===== src/rtl/mul_iterative_pkg.sv =====
// mul_iterative_pkg
//   Shared definitions for the iterative shift-add multiplier: FSM state
//   encodings and the default operand width.
package mul_iterative_pkg;

  localparam int MUL_WIDTH_DEFAULT = 64;

  typedef enum logic [1:0] {
    MUL_ST_IDLE = 2'd0,
    MUL_ST_BUSY = 2'd1,
    MUL_ST_DONE = 2'd2
  } mul_state_e;

endpackage : mul_iterative_pkg


===== src/rtl/mul_iterative_if.sv =====
// mul_iterative_if
//   Request/result bundle between execute-stage control and the multiplier.
//   Ports:
//     start      control -> mul  level request (mult_start)
//     operand_a  control -> mul  multiplicand (Rn)
//     operand_b  control -> mul  multiplier (Rm)
//     product    mul -> control  low WIDTH bits of a*b
//     done       mul -> control  one-cycle completion pulse
//     busy       mul -> control  operation in flight (BUSY or DONE)
//   WIDTH must match the WIDTH of the mul_iterative instance it connects to.
interface mul_iterative_if #(
  parameter int WIDTH = 64
);
  logic             start;
  logic [WIDTH-1:0] operand_a;
  logic [WIDTH-1:0] operand_b;
  logic [WIDTH-1:0] product;
  logic             done;
  logic             busy;

  modport master (
    output start, operand_a, operand_b,
    input  product, done, busy
  );

  modport slave (
    input  start, operand_a, operand_b,
    output product, done, busy
  );
endinterface : mul_iterative_if


===== src/rtl/mul_iterative_shift_add_step.sv =====
// mul_iterative_shift_add_step
//   One combinational shift-add iteration.
//   Ports:
//     acc_i / a_i / b_i  current accumulator, shifted multiplicand, multiplier
//     acc_o / a_o / b_o  values after this step
//   The add is truncated to WIDTH bits; only the low product bits matter.
module mul_iterative_shift_add_step #(
  parameter int WIDTH = 64
) (
  input  logic [WIDTH-1:0] acc_i,
  input  logic [WIDTH-1:0] a_i,
  input  logic [WIDTH-1:0] b_i,
  output logic [WIDTH-1:0] acc_o,
  output logic [WIDTH-1:0] a_o,
  output logic [WIDTH-1:0] b_o
);

  assign acc_o = b_i[0] ? (acc_i + a_i) : acc_i;
  assign a_o   = a_i << 1;
  assign b_o   = b_i >> 1;

endmodule : mul_iterative_shift_add_step


===== src/rtl/mul_iterative.sv =====
// mul_iterative
//   Multi-cycle shift-add multiplier for the MUL instruction. Produces the low
//   WIDTH bits of operand_a * operand_b (identical for signed and unsigned).
//   Ports:
//     clk    rising-edge clock
//     rst_n  asynchronous active-low reset
//     bus    mul_iterative_if.slave (start, operands in; product, done, busy out)
//   Optional feature: define MUL_EARLY_TERM_EN to leave BUSY as soon as the
//   remaining multiplier bits are all zero (first BUSY cycle always runs).
//
//   state | meaning
//   IDLE  | waiting for start; operands latched on acceptance
//   BUSY  | one shift-add step per cycle
//   DONE  | done pulse, product valid; returns to IDLE unconditionally
module mul_iterative
  import mul_iterative_pkg::*;
#(
  parameter int WIDTH = MUL_WIDTH_DEFAULT
) (
  input  logic          clk,
  input  logic          rst_n,
  mul_iterative_if.slave bus
);

  localparam int                 CNT_W    = (WIDTH > 1) ? $clog2(WIDTH) : 1;
  localparam logic [CNT_W-1:0]   LAST_CNT = CNT_W'(WIDTH - 1);

  mul_state_e       state_q, state_d;
  logic [WIDTH-1:0] acc_q, acc_d;
  logic [WIDTH-1:0] a_q, a_d;
  logic [WIDTH-1:0] b_q, b_d;
  logic [CNT_W-1:0] count_q, count_d;
  logic [WIDTH-1:0] product_q, product_d;
  logic             done_q, done_d;
  logic             busy_q, busy_d;

  logic [WIDTH-1:0] acc_nxt, a_nxt, b_nxt;
  logic             last_step;

  mul_iterative_shift_add_step #(.WIDTH(WIDTH)) u_step (
    .acc_i (acc_q),
    .a_i   (a_q),
    .b_i   (b_q),
    .acc_o (acc_nxt),
    .a_o   (a_nxt),
    .b_o   (b_nxt)
  );

`ifdef MUL_EARLY_TERM_EN
  // b_nxt == 0 means every remaining step would add nothing.
  assign last_step = (count_q == LAST_CNT) || (b_nxt == '0);
`else
  assign last_step = (count_q == LAST_CNT);
`endif

  // State register
  always_ff @(posedge clk or negedge rst_n) begin
    if (!rst_n) state_q <= MUL_ST_IDLE;
    else        state_q <= state_d;
  end

  // Next-state logic
  always_comb begin
    state_d = state_q;
    unique case (state_q)
      MUL_ST_IDLE: if (bus.start) state_d = MUL_ST_BUSY;
      MUL_ST_BUSY: if (last_step) state_d = MUL_ST_DONE;
      MUL_ST_DONE: state_d = MUL_ST_IDLE;
      default:     state_d = MUL_ST_IDLE;
    endcase
  end

  // Datapath and registered-output next values
  always_comb begin
    acc_d     = acc_q;
    a_d       = a_q;
    b_d       = b_q;
    count_d   = count_q;
    product_d = product_q;
    unique case (state_q)
      MUL_ST_IDLE: begin
        if (bus.start) begin
          acc_d   = '0;
          a_d     = bus.operand_a;
          b_d     = bus.operand_b;
          count_d = '0;
        end
      end
      MUL_ST_BUSY: begin
        acc_d = acc_nxt;
        a_d   = a_nxt;
        b_d   = b_nxt;
        // Hold on the final step so the counter never wraps.
        if (!last_step) count_d = count_q + 1'b1;
        else            product_d = acc_nxt;
      end
      default: ;
    endcase
    done_d = (state_d == MUL_ST_DONE);
    busy_d = (state_d != MUL_ST_IDLE);
  end

  always_ff @(posedge clk or negedge rst_n) begin
    if (!rst_n) begin
      acc_q     <= '0;
      a_q       <= '0;
      b_q       <= '0;
      count_q   <= '0;
      product_q <= '0;
      done_q    <= 1'b0;
      busy_q    <= 1'b0;
    end else begin
      acc_q     <= acc_d;
      a_q       <= a_d;
      b_q       <= b_d;
      count_q   <= count_d;
      product_q <= product_d;
      done_q    <= done_d;
      busy_q    <= busy_d;
    end
  end

  assign bus.product = product_q;
  assign bus.done    = done_q;
  assign bus.busy    = busy_q;

endmodule : mul_iterative


===== src/flat_wrapper.sv =====
// flat-port wrapper written by rule: the top's interface ports become plain ports
module mul_iterative_flat import mul_iterative_pkg::*;
#(
  parameter int WIDTH = MUL_WIDTH_DEFAULT
)
  (clk, rst_n, bus_start, bus_operand_a, bus_operand_b, bus_product, bus_done, bus_busy);
  mul_iterative_if #(.WIDTH(WIDTH)) bus_i ();
  input  logic clk;
  input  logic rst_n;
  input wire logic [$bits(bus_i.start)-1:0] bus_start;
  input wire logic [$bits(bus_i.operand_a)-1:0] bus_operand_a;
  input wire logic [$bits(bus_i.operand_b)-1:0] bus_operand_b;
  output wire logic [$bits(bus_i.product)-1:0] bus_product;
  output wire logic [$bits(bus_i.done)-1:0] bus_done;
  output wire logic [$bits(bus_i.busy)-1:0] bus_busy;
  assign bus_i.start = bus_start;
  assign bus_i.operand_a = bus_operand_a;
  assign bus_i.operand_b = bus_operand_b;
  assign bus_product = bus_i.product;
  assign bus_done = bus_i.done;
  assign bus_busy = bus_i.busy;
  mul_iterative #(.WIDTH(WIDTH)) u_core (.clk(clk), .rst_n(rst_n), .bus(bus_i));
endmodule

===== config.mk =====
export PLATFORM = sky130hd
export DESIGN_NAME = mul_iterative_flat
export DESIGN_NICKNAME = d
export VERILOG_FILES = /design/src/rtl/mul_iterative_pkg.sv /design/src/rtl/mul_iterative_if.sv /design/src/rtl/mul_iterative_shift_add_step.sv /design/src/rtl/mul_iterative.sv /design/src/flat_wrapper.sv
export SDC_FILE = /design/constraint.sdc
export NUM_CORES = 1
export LEC_CHECK = 0
export CORE_ASPECT_RATIO = 0.9
export CORE_MARGIN = 10
export CORE_UTILIZATION = 50
export CTS_CLUSTER_SIZE = 24
export DETAILED_ROUTE_END_ITERATION = 10
export PLACE_DENSITY = 0.77
export SYNTH_ARGS = -nofsm -noshare
export SYNTH_HDL_FRONTEND = slang
export SYNTH_HIERARCHICAL = 1
export SYNTH_SLANG_ARGS = --single-unit

===== constraint.sdc =====
create_clock -name clk -period 4.8 [get_ports clk]
set_clock_uncertainty 0.1 [all_clocks]
set_input_delay 0.48 -clock clk [delete_from_list [all_inputs] [get_ports clk]]
set_output_delay 0.48 -clock clk [all_outputs]
set_load 0.05 [all_outputs]

==> results of run 1 <==
[cells by family after synthesis]
| logic type | Yosys count |
|---|---|
| compound gates | 457 |
| simple gates | 338 |
| other cells | 1 |
| flops | 266 |
| xor+xnor | 55 |
| buf+inv | 251 |
| mux | 244 |
| fa+ha+maj | 65 |
[stage by stage]
step           setup slack [ps]  hold slack (ps)
3_3_place_gp                978              361
5_1_grt                     554              411
2_1_floorplan              1410             84.4
3_5_place_dp                887              370
4_1_cts                     857              383
6_report                    838              378
[path summary, 6_finish.rpt]
path                            slack (ps)            from                      to
worst max-delay path                   840   u_core/a_q[2]  u_core/bus.product[53]
worst min-delay path                   380  u_core/b_q[30]          u_core/b_q[30]
worst max register to register         840   u_core/a_q[2]  u_core/bus.product[53]
worst min register to register         380  u_core/b_q[30]          u_core/b_q[30]
max in group asynchronous             3060           rst_n          u_core/b_q[55]
min in group asynchronous              420           rst_n  u_core/bus.product[51]
[layout make-up]
cell class	count	area, um2
Sequential cell	266	6660
Timing Repair Buffer	214	2170
Fill cell	2831	14200
Inverter	21	78.8
Antenna cell	1	2.50
Tap cell	422	528
Multi-Input combinational cell	1161	8390
Clock inverter	7	91.3
Clock buffer	46	860
[sequential cells by signal (all words and copies together), names as in the netlist]
name                count
u_core/count_q          6
u_core/bus.product     64
u_core/a_q             64
u_core/state_q          2
u_core/b_q             64
u_core/bus.busy         1
u_core/acc_q           64
u_core/bus.done         1
[per-layer routing]
metal | track usage | vias to the layer above | share of wire
met5 | 0 | - | 0.0010
met2 | 0.292 | 357 | 0.44
met1 | 0.263 | 6056 | 0.46
met4 | 0.0445 | 6 | 0.021
met3 | 0.0535 | 65 | 0.076
li1 | - | 5927 | -
[cells in the mapped netlist, drive strengths merged (24+ instances only)]
| cell type | count | area share |
|---|---|---|
| nand2 | 193 | 0.043 |
| ha | 64 | 0.048 |
| a21oi | 86 | 0.026 |
| nor2 | 47 | 0.011 |
| clkbuf | 51 | 0.012 |
| o21ai | 174 | 0.052 |
| mux2 | 116 | 0.078 |
| dfrtp | 266 | 0.40 |
| nand4 | 24 | 0.0090 |
| a22o | 65 | 0.034 |
| a21o | 47 | 0.021 |
| mux2i | 128 | 0.077 |
| xnor2 | 37 | 0.019 |
| buf | 179 | 0.082 |
[tightest hold or removal path: cells and delay by family (launching register included)]
family / cells / cell delay (ps)
flip-flops: 1 / 340
AO/OA/AOI/OAI: 1 / 60
AND/OR/NAND/NOR: 1 / 50
[what timing repair did]
action / 4_1_cts / 5_1_grt
gates resized for setup: 0 / 0
setup buffers: 0 / 0
endpoints found under the hold margin: 88 / 0
setup endpoints to repair: 0 / 0
hold buffers: 1 / 0
==> impl_metrics.csv, run 1 <==
group,metric,value,unit
outcome,status,"completed",
routing,viasPerCell,5.80,
clocking,cts_buffer_depth,3,
synth,synth-simple-area-share,0.0902,
min_path,min_path_cells,2,
routing,dr.pass1.iters,6,
synth,synth-adder-area-share,0.0492,
sta,slew_headroom,0.287,
routing,wl_per_cell,18.8,um
synth,yosysWarnings,6,
routing,wirelength,40200,um
placed_design,port_buffers,196,
grt,grt_usage,0.191,
grt,grt_max_degree,99,
clocking,cts_tree,"built",
clocking,clock_latency,550,ps
synth,ys_types,74,
sta,finalSetupViolations,0,
placed_design,dp_cells,2083,
clocking,cts.htree.levels,1,
synth,synth_mux_area_frac,0.155,
worst_setup_path,worst-path-max-fanout,5,
grt,grt_first_pass_wirelength,66000,um
placed_design,finalWeightedCongestion,0.927,
worst_setup_path,crit_family,"compound AO/OA/AOI/OAI gates",
cells_and_area,stdcell_count,2138,
worst_setup_path,path_buf_inv,0,
cells_and_area,nets,1889,
synth,ys_seq_area_frac,0.399,
sta,timing.final.crit_share,0.825,
synth,synth_top_flop_cell,"dfrtp_1",
sta,fmax,0.252,GHz
synth,syn_area_per_cell,9.94,um2
placed_design,hpwlAfterDp,29400,um
grt,grt_pass1_vias,12500,
cells_and_area,drive_gt1_frac,0.106,
synth,async_flop_share,1.00,
grt,antenna_found_initial,4,
synth,synthCells,1677,
floorplan,die_w,212,um
synth,ys_ff_latch,266,
sta,finalHoldViolCount,0,
sta,worstMarginPinSlew,1070,ps
cells_and_area,design_area,18800,um2
floorplan,core-area,32900,um2
synth,synth-xor-area-share,0.0289,
synth,syn_area,16700,um2
sta,drv_slew,0,
clocking,clock-root-buffer,"clkbuf_16",
routing,vias,12400,
cells_and_area,finish.utilization,0.570,
cells_and_area,final_cell_mix,"dfrtp_1 (265), clkdlybuf4s50_1 (195), nand2_1 (193)",
sta,setup_tns,0,ps
synth,synth_compound_area_frac,0.178,
worst_setup_path,path_depth,12,
cells_and_area,final_common_cell,"dfrtp_1",
worst_setup_path,worstPathRequired,5140,ps
worst_setup_path,criticalPathCategory,"flip-flop to flip-flop",
job,max-cap-violations,0,
synth,synth-edff-count,0,
routing,drc,0,
worst_setup_path,critPathMaxStageDelay,530,ps
worst_setup_path,worstPathCellList,"ha_1 -> o21ai_0 -> o21ai_0 -> o2111ai_1 -> a211oi_1 -> o2111ai_1 -> and3_1 -> o21bai_1 -> a21oi_1 -> xnor2_1 -> mux2_2 -> mux2_2",
floorplan,die_area,41000,um2
placed_design,dpl_cell_area,17800,um2
worst_setup_path,worstPathArrival,4300,ps
worst_setup_path,cp-start-kind,"flip-flop",
floorplan,fp.dieH,193,um
sta,layout_min_cycle_time,3960,ps
clocking,cts_num_sinks,266,
synth,synth_top_family_by_area,"compound AO/OA/AOI/OAI gates",
sta,grt_setup_unrepaired,"false",
worst_setup_path,worstSetupEndpointType,"flip-flop",
routing,drt_iter0_drc,812,
grt,grt_overflow,0,
floorplan,initial_core_util,0.506,
worst_setup_path,cp_slowest_cell,"a211oi_1",
clocking,numCtsBuffers,29,
routing,ant_nets,0,
cells_and_area,syn2layout_area_growth,12.6,%
floorplan,rows,63,
floorplan,io_pins,197,
clocking,clk_pin_slew,70,ps
min_path,hold_path.class,"flip-flop to flip-flop",
worst_setup_path,rr_worst_depth,12,
Power of run 1 is left out: the tool's default activity adds up to more than one toggle a clock period on the data nets, which glitch-free logic cannot reach.
==> run 2, diff against run 1 <==
Settings changed: PLACE_DENSITY 0.77 to 0.79.
Clock period 4.8 ns to 3.5 ns, I/O delays scaled along.
==> run 2 against run 1 <==
Compared with the run above: the flow now finishes with violations (setup timing); register-to-register slack got worse by 870 ps; worst setup slack worse by 870 ps; final area is 5.2% higher; fmax up 12%; clock-buffer cell count down 9; first-iteration DRC count increased by 15%; critical endpoint is now u_core/bus.product[50]; sequential cell count unchanged; global-route usage is 0.52 points higher.
==> impl_metrics.csv, run 2 (synthesis results as in run 1) <==
group,metric,value,unit
min_path,min_path_cells,3,
routing,vias,12800,
clocking,numCtsBuffers,29,
worst_setup_path,cp-start-kind,"flip-flop",
floorplan,io_pins,197,
floorplan,initial_core_util,0.506,
grt,grt_overflow,0,
routing,dr.pass1.iters,6,
sta,fmax,0.283,GHz
sta,finalSetupViolations,4,
sta,setup_tns,-54.1,ps
floorplan,rows,63,
clocking,cts.htree.levels,1,
cells_and_area,syn2layout_area_growth,18.5,%
routing,routed.top_layer,"met5",
grt,grt_pass1_vias,13000,
routing,drc,0,
cells_and_area,num-fill-cells,2656,
worst_setup_path,worstPathRequired,3850,ps
sta,finalHoldViolCount,0,
sta,worstMarginPinSlew,769,ps
cells_and_area,drive_gt1_frac,0.176,
grt,grt_first_pass_wirelength,67800,um
clocking,cts_tree,"built",
clocking,clock_latency,580,ps
grt,grt_max_degree,127,
sta,grt_setup_unrepaired,"true",
routing,ant_nets,0,
routing,wl_met1,18300,um
sta,timing.final.crit_share,1.01,
worst_setup_path,worstPathArrival,3880,ps
outcome,violations,"setup timing",
cells_and_area,final_cell_mix,"dfrtp_1 (263), clkdlybuf4s50_1 (195), nand2_1 (191)",
routing,wirelength,42000,um
routing,wl_met3,3420,um
floorplan,core-area,32900,um2
sta,drv_slew,0,
routing,wl_per_cell,19.0,um
floorplan,fp.dieH,193,um
grt,grt_usage,0.197,
outcome,status,"complete, but fails checks",
clocking,clock-root-buffer,"clkbuf_16",
min_path,hold_path.class,"primary input to flip-flop",
cells_and_area,final_common_cell,"dfrtp_1",
cells_and_area,regArea,6660,um2
sta,worst_slack,-32.1,ps
cells_and_area,stdcell_count,2208,
placed_design,dp_cells,2138,
clocking,cts_buffer_depth,3,
grt,antenna_found_initial,6,
job,max-cap-violations,0,
sta,slew_headroom,0.482,
clocking,cts_num_sinks,266,
placed_design,finalWeightedCongestion,0.912,
worst_setup_path,worstSetupEndpointType,"flip-flop",
routing,drt_iter0_drc,936,
placed_design,port_buffers,196,
placed_design,hpwlAfterDp,29500,um
worst_setup_path,criticalPathCategory,"flip-flop to flip-flop",
sta,layout_min_cycle_time,3530,ps
clocking,clk_pin_slew,70,ps
worst_setup_path,rr_worst_depth,13,
routing,wl_met2,19400,um
floorplan,die_w,212,um
cells_and_area,nets,1957,
cells_and_area,multi_input_area,8780,um2
worst_setup_path,worst-path-max-fanout,3,
floorplan,die_area,41000,um2
routing,viasPerCell,5.79,
-- run 2: layer usage --
metal / track usage / vias up
met3: 0.0588 / 73
met1: 0.260 / 6234
met2: 0.311 / 412
met4: 0.0413 / 8
li1: - / 6065
met5: 0 / -
-- run 2: area by class of cell --
cell class              instances  share of cell area
clock buffers                  37              0.0408
diodes                          3            0.000380
inverters                      21             0.00399
multi-input cells            1161               0.444
flip-flops and latches        266               0.337
clock inverters                16             0.00919
repair buffers                282               0.137
well taps                     422              0.0267
-- run 2: final timing paths --
check	slack (ps)	startpoint	end
max	-30	u_core/acc_q[0]	u_core/bus.product[50]
min	290	bus_operand_a[25]	u_core/a_q[25]
max reg2reg	-30	u_core/acc_q[0]	u_core/bus.product[50]
min reg2reg	380	u_core/b_q[21]	u_core/b_q[21]
max in group asynchronous	2040	rst_n	u_core/b_q[0]
min in group asynchronous	310	rst_n	u_core/bus.product[51]
-- run 2: per-stage QoR --
step,hold slack [ps],cell area [um2],setup slack [ps],util
4_1_cts,269,19300,-48.8,0.587
3_5_place_dp,339,18200,-183,0.554
5_1_grt,310,19700,-164,0.599
2_1_floorplan,-45.6,16700,112,-
6_report,290,19700,-32.1,0.599
3_3_place_gp,334,18200,-60.5,0.554
-- run 2: critical path, cell delays in order (launching register included) --
cell,delay (ps)
dfrtp_1,360
ha_2,200
fa_2,210
a211o_1,140
o211ai_2,100
a2111o_1,470
a2111oi_4,470
nor2_2,70
o41a_1,360
o21bai_2,160
a21oi_2,90
xnor2_1,150
mux2_4,270
mux2_4,260
-- run 2: timing repair --
| item | in CTS | in global routing |
|---|---|---|
| gates resized for setup | 22 | 68 |
| pin swaps | 6 | 23 |
| hold endpoints to repair | 94 | 0 |
| buffers inserted | 1 | 12 |
| setup endpoints to repair | 27 | 58 |
| hold buffers | 1 | 0 |
Power of run 2 is left out for the same reason.
==> run 3, diff against run 2 <==
Settings changed: CORE_UTILIZATION 50 to 52, PLACE_DENSITY 0.79 to 0.82.
==> run 3 against run 2 <==
Compared with the run above: the flow still finishes with violations (setup timing); critical path depth is 1 higher; die area is 3.5% lower; hold slack lost 15 ps; sequential share of layout area grew 0.15 points; fmax fell by 0.26%; core utilization rose by 2.0 points; register-to-register slack about the same; highest routed layer unchanged.
==> impl_metrics.csv, run 3 (synthesis results as in run 1) <==
group,metric,value,unit
outcome,status,"complete, but fails checks",
outcome,violations,"setup timing",
grt,grt_max_degree,195,
routing,drt_iter0_drc,967,
sta,grt_setup_unrepaired,"true",
cells_and_area,nets,1954,
cells_and_area,final_common_cell,"dfrtp_1",
worst_setup_path,worst-path-max-fanout,3,
clocking,clock_latency,560,ps
sta,setup_tns,-49.4,ps
clocking,cts.htree.levels,1,
cells_and_area,drive_gt1_frac,0.171,
worst_setup_path,rr_worst_depth,14,
cells_and_area,finish.utilization,0.620,
worst_setup_path,cp-start-kind,"flip-flop",
grt,grt_first_pass_wirelength,67700,um
placed_design,hpwlAfterDp,29600,um
clocking,cts_num_sinks,266,
grt,grt_overflow,0,
clocking,clock-root-buffer,"clkbuf_16",
placed_design,dpl_cell_area,18300,um2
clocking,numCtsBuffers,29,
worst_setup_path,criticalPathCategory,"flip-flop to flip-flop",
worst_setup_path,worstPathArrival,3880,ps
routing,vias,12900,
floorplan,core-area,31700,um2
cells_and_area,design_area,19700,um2
routing,drc,0,
clocking,clk_pin_slew,60,ps
routing,wirelength,42000,um
sta,finalHoldViolCount,0,
cells_and_area,multi_input_area,8690,um2
placed_design,dpl_worst_slack,-213,ps
sta,fmax,0.282,GHz
cells_and_area,final_cell_mix,"dfrtp_1 (264), clkdlybuf4s50_1 (195), nand2_1 (190)",
sta,drv_slew,0,
floorplan,die_w,209,um
floorplan,initial_core_util,0.525,
worst_setup_path,worstSetupEndpointType,"flip-flop",
floorplan,rows,62,
cells_and_area,syn2layout_area_growth,17.9,%
min_path,hold_path.class,"primary input to async pin",
cells_and_area,regArea,6660,um2
routing,wl_per_cell,19.1,um
worst_setup_path,r2r_end,"u_core/bus.product[60]",
worst_setup_path,r2r-start,"u_core/a_q[0]",
floorplan,fp.dieH,190,um
sta,worstMarginPinSlew,857,ps
job,max-cap-violations,0,
placed_design,finalWeightedCongestion,0.904,
floorplan,io_pins,197,
grt,antenna_found_initial,7,
placed_design,port_buffers,196,
worst_setup_path,rrSetupSlack,-40,ps
sta,slew_headroom,0.429,
clocking,cts_buffer_depth,3,
grt,grt_pass1_vias,13000,
grt,grt_usage,0.202,
sta,layout_min_cycle_time,3540,ps
routing,ant_nets,0,
routing,dr.pass1.iters,5,
cells_and_area,num-fill-cells,2476,
sta,timing.final.crit_share,1.01,
clocking,cts_tree,"built",
floorplan,die_area,39600,um2
worst_setup_path,worstPathRequired,3840,ps
routing,viasPerCell,5.86,
sta,worst_slack,-41.5,ps
sta,finalSetupViolations,2,
## run 3: changes by cell type in the layout (fill, tap and decap cells not counted), sizes merged
cell	previous run	this run
buf	86	83
clkbuf	37	39
diode	3	1
bufinv	3	4
clkinvlp	3	2
inv	23	22
## run 3: per-stage QoR
stage          hold WS, ps  std cells
2_1_floorplan        -45.6       1678
3_3_place_gp           330       2137
3_5_place_dp           329       2137
4_1_cts                288       2192
5_1_grt                307       2197
6_report               276       2198
## run 3: cell type report
class | instances | share of cell area
Timing Repair Buffer | 279 | 0.136
Sequential cell | 266 | 0.339
Clock inverter | 15 | 0.0103
Inverter | 21 | 0.00401
Tap cell | 416 | 0.0265
Antenna cell | 1 | 0.000127
Clock buffer | 39 | 0.0419
Multi-Input combinational cell | 1161 | 0.442
## run 3: routing by layer
layer | part of all wire | track usage | vias up
met1 | 0.44 | 0.266 | 6327
met2 | 0.47 | 0.330 | 431
met5 | 0.0021 | 0 | -
met4 | 0.017 | 0.0393 | 12
li1 | - | - | 6053
met3 | 0.074 | 0.0525 | 65
## run 3: worst max-delay path by stage
stage	start	end	cells after the start
2_1_floorplan	u_core/a_q[0]	u_core/bus.product[36]	13
3_3_place_gp	u_core/acc_q[1]	u_core/bus.product[53]	13
3_5_place_dp	u_core/a_q[2]	u_core/bus.product[49]	13
4_1_cts	u_core/acc_q[8]	u_core/bus.product[63]	14
5_1_grt	u_core/a_q[0]	u_core/bus.product[60]	14
6_report	u_core/a_q[0]	u_core/bus.product[60]	14
## run 3: timing repair
action                                 CTS  global route
pin swaps                                7            27
setup endpoints to repair               26            50
gates resized for setup                 15            54
gates cloned                             0             0
endpoints found under the hold margin   87             0
setup buffers                            0             5
hold buffers                             1             0
## run 3: critical path, stage by stage, from the launching register on
cell	delay, ps
dfrtp_1	400
ha_4	170
fa_2	210
a211o_1	130
o211ai_2	100
a2111o_1	510
a21oi_2	190
o2111a_2	230
o21ai_2	60
buf_4	150
a2111oi_4	460
o2111ai_2	200
nand4_1	140
o211ai_1	110
mux2_4	270
Power of run 3 is left out for the same reason.
